<file path="src/rtl/fifo_uart_tx_if.sv">
// rtl/fifo_uart_tx_if.sv - FIFO-side and serial-side signal bundle for fifo_uart_tx
interface fifo_uart_tx_if;
  logic       enable;
  logic       empty;
  logic [7:0] DATAIN;
  logic       rn;
  logic       tx;
  logic       busy;
  logic       done;

  // Driver of the FIFO/control inputs (FIFO model, system controller)
  modport master (
    output enable, empty, DATAIN,
    input  rn, tx, busy, done
  );

  // The transmitter itself
  modport slave (
    input  enable, empty, DATAIN,
    output rn, tx, busy, done
  );
endinterface

</file>
<file path="src/rtl/fifo_uart_tx.sv">
// rtl/fifo_uart_tx.sv - drains a byte FIFO and shifts each byte out as a UART frame
module fifo_uart_tx #(
  parameter int CLKS_PER_BIT = 16,
  parameter int PARITY_EN    = 0,
  parameter int STOP_BITS    = 1
) (
  input  logic          clock,
  input  logic          reset,
  fifo_uart_tx_if.slave bus
);

  localparam int            BW        = $clog2(CLKS_PER_BIT);
  localparam logic [BW-1:0] BAUD_MAX  = BW'(CLKS_PER_BIT - 1);
  localparam logic          STOP_MAX  = 1'(STOP_BITS - 1);
  localparam logic          HAS_PAR   = (PARITY_EN != 0);

  typedef enum logic [2:0] {
    IDLE,
    FETCH,
    LOAD,
    START,
    DATA,
    PARITY,
    STOP
  } state_t;

  state_t        state;
  state_t        state_nxt;
  logic [BW-1:0] baud_cnt;
  logic [2:0]    bit_cnt;
  logic [7:0]    shift;
  logic          par_bit;
  logic          stop_cnt;
  logic          baud_last;

  assign baud_last = (baud_cnt == BAUD_MAX);

  // State register; reset abandons any frame in flight
  always_ff @(posedge clock or negedge reset) begin
    if (!reset) begin
      state <= IDLE;
    end else begin
      state <= state_nxt;
    end
  end

  // Next-state and output decode; outputs depend only on registered state
  always_comb begin
    state_nxt = state;
    bus.rn    = 1'b0;
    bus.tx    = 1'b1;
    bus.busy  = 1'b1;
    bus.done  = 1'b0;
    case (state)
      IDLE: begin
        bus.busy = 1'b0;
        if (bus.enable && !bus.empty) begin
          state_nxt = FETCH;
        end
      end
      FETCH: begin
        bus.rn    = 1'b1;
        state_nxt = LOAD;
      end
      LOAD: begin
        state_nxt = START;
      end
      START: begin
        bus.tx = 1'b0;
        if (baud_last) begin
          state_nxt = DATA;
        end
      end
      DATA: begin
        bus.tx = shift[0];
        if (baud_last && (bit_cnt == 3'd7)) begin
          state_nxt = HAS_PAR ? PARITY : STOP;
        end
      end
      PARITY: begin
        bus.tx = par_bit;
        if (baud_last) begin
          state_nxt = STOP;
        end
      end
      STOP: begin
        if (baud_last && (stop_cnt == STOP_MAX)) begin
          bus.done  = 1'b1;
          state_nxt = IDLE;
        end
      end
      default: begin
        state_nxt = IDLE;
      end
    endcase
  end

  // Baud/bit/stop counters and shift register; parity is latched at load
  // because the shift register is consumed as the bits go out
  always_ff @(posedge clock or negedge reset) begin
    if (!reset) begin
      baud_cnt <= '0;
      bit_cnt  <= 3'd0;
      shift    <= 8'd0;
      par_bit  <= 1'b0;
      stop_cnt <= 1'b0;
    end else begin
      case (state)
        LOAD: begin
          shift    <= bus.DATAIN;
          par_bit  <= ^bus.DATAIN;
          baud_cnt <= '0;
          bit_cnt  <= 3'd0;
          stop_cnt <= 1'b0;
        end
        START, PARITY: begin
          baud_cnt <= baud_last ? '0 : baud_cnt + 1'b1;
        end
        DATA: begin
          baud_cnt <= baud_last ? '0 : baud_cnt + 1'b1;
          if (baud_last) begin
            shift   <= {1'b0, shift[7:1]};
            bit_cnt <= bit_cnt + 3'd1;
          end
        end
        STOP: begin
          baud_cnt <= baud_last ? '0 : baud_cnt + 1'b1;
          if (baud_last) begin
            stop_cnt <= stop_cnt + 1'b1;
          end
        end
        default: begin
          baud_cnt <= '0;
          bit_cnt  <= 3'd0;
          stop_cnt <= 1'b0;
        end
      endcase
    end
  end

endmodule

</file>
<file path="src/flat_wrapper.sv">
// flat-port wrapper written by rule: the top's interface ports become plain ports
module fifo_uart_tx_flat 
#(
  parameter int CLKS_PER_BIT = 16,
  parameter int PARITY_EN    = 0,
  parameter int STOP_BITS    = 1
)
  (clock, reset, bus_enable, bus_empty, bus_DATAIN, bus_rn, bus_tx, bus_busy, bus_done);
  fifo_uart_tx_if bus_i ();
  input  logic clock;
  input  logic reset;
  input wire logic [$bits(bus_i.enable)-1:0] bus_enable;
  input wire logic [$bits(bus_i.empty)-1:0] bus_empty;
  input wire logic [$bits(bus_i.DATAIN)-1:0] bus_DATAIN;
  output wire logic [$bits(bus_i.rn)-1:0] bus_rn;
  output wire logic [$bits(bus_i.tx)-1:0] bus_tx;
  output wire logic [$bits(bus_i.busy)-1:0] bus_busy;
  output wire logic [$bits(bus_i.done)-1:0] bus_done;
  assign bus_i.enable = bus_enable;
  assign bus_i.empty = bus_empty;
  assign bus_i.DATAIN = bus_DATAIN;
  assign bus_rn = bus_i.rn;
  assign bus_tx = bus_i.tx;
  assign bus_busy = bus_i.busy;
  assign bus_done = bus_i.done;
  fifo_uart_tx #(.CLKS_PER_BIT(CLKS_PER_BIT), .PARITY_EN(PARITY_EN), .STOP_BITS(STOP_BITS)) u_core (.clock(clock), .reset(reset), .bus(bus_i));
endmodule
</file>
<file path="config.mk">
export PLATFORM = sky130hd
export DESIGN_NAME = fifo_uart_tx_flat
export DESIGN_NICKNAME = d
export VERILOG_FILES = /design/src/rtl/fifo_uart_tx_if.sv /design/src/rtl/fifo_uart_tx.sv /design/src/flat_wrapper.sv
export SDC_FILE = /design/constraint.sdc
export NUM_CORES = 1
export LEC_CHECK = 0
export BUFFER_PORTS_ARGS = -buffer_cell sky130_fd_sc_hd__buf_2
export CAP_MARGIN = 20
export CORE_MARGIN = 2
export CORE_UTILIZATION = 50
export DETAILED_ROUTE_END_ITERATION = 8
export PLACE_DENSITY = 0.79
export SLEW_MARGIN = 20
export SYNTH_ARGS = -nofsm -noshare
export SYNTH_HDL_FRONTEND = slang
export SYNTH_SLANG_ARGS = --single-unit
</file>
<file path="constraint.sdc">
create_clock -name clock -period 1.66 [get_ports clock]
set_input_delay 0.166 -clock clock [delete_from_list [all_inputs] [get_ports clock]]
set_output_delay 0.166 -clock clock [all_outputs]
set_load 0.05 [all_outputs]
</file>
==> metrics <==
Yosys reg bits=20; placed cell count=149; Worst Path Required=1.49 ns; final hold violation count=0; Layout Cells excl Fill=160; multi-input gate area in the final layout=688 µm²; warnings from Yosys=0; Total Negative Setup Slacks=0 ns; number of port buffers=15; count of TritonRoute iterations in the first routing pass=4; starting density of the core=53.7%; count of antenna diodes in the layout=0; total power density per cell area=1320 nW/µm²; final setup vio count=0; initial antenna violation count=0; worst clock skew on the final layout=0.000817 ns; average via count per standard cell=5.51; insertion delay to the later sink of the worst-skew pair=0.29 ns; worst max-slew margin expressed relative to the limit=70.7%; crit path capture type=primary output; worst reg2reg startpoint=u_core.state[0]; Overall Global Routing Usage=18.0%; Crit. Startpoint=u_core.baud_cnt[0]; total gr overflow=0; die extent in y=53.2 µm; number of fill cells=190; deepest clock path buffer count=2; biggest area consumer among synthesized cells=sky130_fd_sc_hd__dfrtp_1; count of cell types in the netlist=34; arrival time at the worst endpoint=1.45 ns; vias after detailed routing=881; Setup WS post-layout=0.0488 ns; sink count of the clock tree=20; status=completed; Syn Inst Count=106; number of rows created at floorplan=17; highest fanout seen on the critical path=2; post-layout total power=1920 µW; share of layout cells above drive strength 1=43.9%; startpoint class of the critical path=register; number of global-route vias before repair=876; post-route design area=1460 µm²; largest net degree at the start of global routing=21; top cell type's share of synthesized area=41.4%; final HPWL from detailed placement=1.59 mm; number of nets produced by synthesis=121; sequential-to-total area share from yosys stat=41.4%; startpoint of the worst hold path=bus_DATAIN[7]; path class of the lowest-slack min-delay path=primary input to register; number of top-level pins=16; combined area of all synthesized cells=1210 µm²; clock transition at the register clock pins on the worst setup and hold paths after CTS=0.10 ns; clock tree from TritonCTS=yes; global placer's final weighted congestion=0.834; storage element area=500 µm²; die area=2830 µm²; placed cell area=1340 µm²; layout net count=149; Core ar.=2250 µm²; post-route DRC violation count=0; leading post-synthesis cells by cell area=sky130_fd_sc_hd__dfrtp_1, sky130_fd_sc_hd__mux2_4, sky130_fd_sc_hd__mux2_2, sky130_fd_sc_hd__xnor2_1, sky130_fd_sc_hd__ha_1; Static Leakage=0.000656 µW; Fmax achieved=621 MHz; global-route wire length before repair=3.62 mm; period utilization=97.1%; post-route ant nets=0; worst vdd rail ir drop=0.000722 V; relative area change from synthesis to final layout=20.5%; Clock H-tree levels=1; total of max-cap violations=0; setup slack after placement=0.0692 ns; type of the worst setup path=register to primary output; post-layout minimum cycle time=1.61 ns; most common cell after layout, fill and taps aside=sky130_fd_sc_hd__dfrtp_1; routed wire length=2.22 mm; Starting DRT DRC Count=12; actual transition at the worst max-transition pin=0.440 ns; synthesized area per cell=11.4 µm²; RSZ-0062 raised after global routing=yes; leading cell types in the layout, fill and taps excluded=sky130_fd_sc_hd__dfrtp_1, sky130_fd_sc_hd__buf_2, sky130_fd_sc_hd__buf_4; buffer cell driving the clock tree root=sky130_fd_sc_hd__clkbuf_4; number of buffers created by CTS=3; x dimension of the die=53.2 µm; post-DR wirelength/cell=13.9 µm; fin. max-slew vios=0
Yosys cell counts (all sizes together):
master	n
a211oi	1
a21o	3
a21oi	8
a22o	2
a22oi	1
a32o	1
and2b	1
and3	1
buf	5
dfrtp	20
ha	3
inv	3
mux2	15
mux2i	1
nand2	7
nand3	1
nand3b	1
nand4b	1
nor2	5
nor2b	3
nor3	2
nor3b	3
o21ai	7
o21bai	1
or3	1
xnor2	9
layer usage:
metal  up-vias  global-route usage [%]  wire length [µm]
met5         -                       0                 0
met2        28                    31.0              1140
li1        427                       -                 -
met1       420                    19.9               930
met3         6                    3.11               103
met4         0                    12.4                48
critical path: stages (launching register included):
cell and delay, ns:
sky130_fd_sc_hd__dfrtp_1 0.37, sky130_fd_sc_hd__ha_2 0.18, sky130_fd_sc_hd__and3_4 0.17, sky130_fd_sc_hd__nand2_1 0.07, sky130_fd_sc_hd__nor3b_2 0.19, sky130_fd_sc_hd__buf_6 0.18
stage by stage:
step                      util [%]  hold slack, ns
final                         64.7          0.0991
after global routing          64.7           0.105
after CTS                     62.7          0.0965
after detailed placement      59.2           0.139
after global placement        59.2           0.132
after floorplan                  -          -0.130
path summary, 6_finish.rpt:
check	endpoint	slack (ns)	cells after the start
min	u_core.shift[7]	0.1	3
max in group asynchronous	u_core.state[1]	1.02	2
min reg2reg	u_core.bit_cnt[2]	0.52	1
max reg2reg	u_core.shift[6]	0.05	5
min in group asynchronous	u_core.shift[4]	0.34	2
max	bus_done	0.05	5
logic make-up after synthesis:
logic type | count (synthesis) | synth area share [%]
AOI/OAI and AO/OA | 24 | 13.2
xor gates and xnor gates | 9 | 6.52
adders and majority gates | 3 | 3.10
buffers and inverters | 8 | 3.93
DFF | 20 | 41.4
muxes | 16 | 17.0
and+or+nand+nor | 26 | 14.9
state kept, by name (all words and copies together) (netlist names):
signal and cells:
u_core.shift 8, u_core.baud_cnt 4, u_core.bit_cnt 3, u_core.state 3, u_core.par_bit 1, u_core.stop_cnt 1
what timing repair did:
action	CTS	global route
pin swaps	1	1
endpoints found under the hold margin	20	0
gates resized for setup	5	3
hold buffers	1	0
setup buffers	4	3
setup endpoints to repair	2	3
final cells by class:
type / count / area share [%]
repair buffers: 28 / 13.7
inverters: 3 / 0.773
well taps: 28 / 2.40
multi-input cells: 78 / 47.2
flip-flops and latches: 20 / 34.3
clock buffers: 3 / 1.55
power by group:
group          leakage [µW]  switching (µW)  internal, µW
Clock             0.0000138             133          84.3
Combinational      0.000397             463           478
Sequential         0.000245             107           657
(Power assumes the default switching activity.)
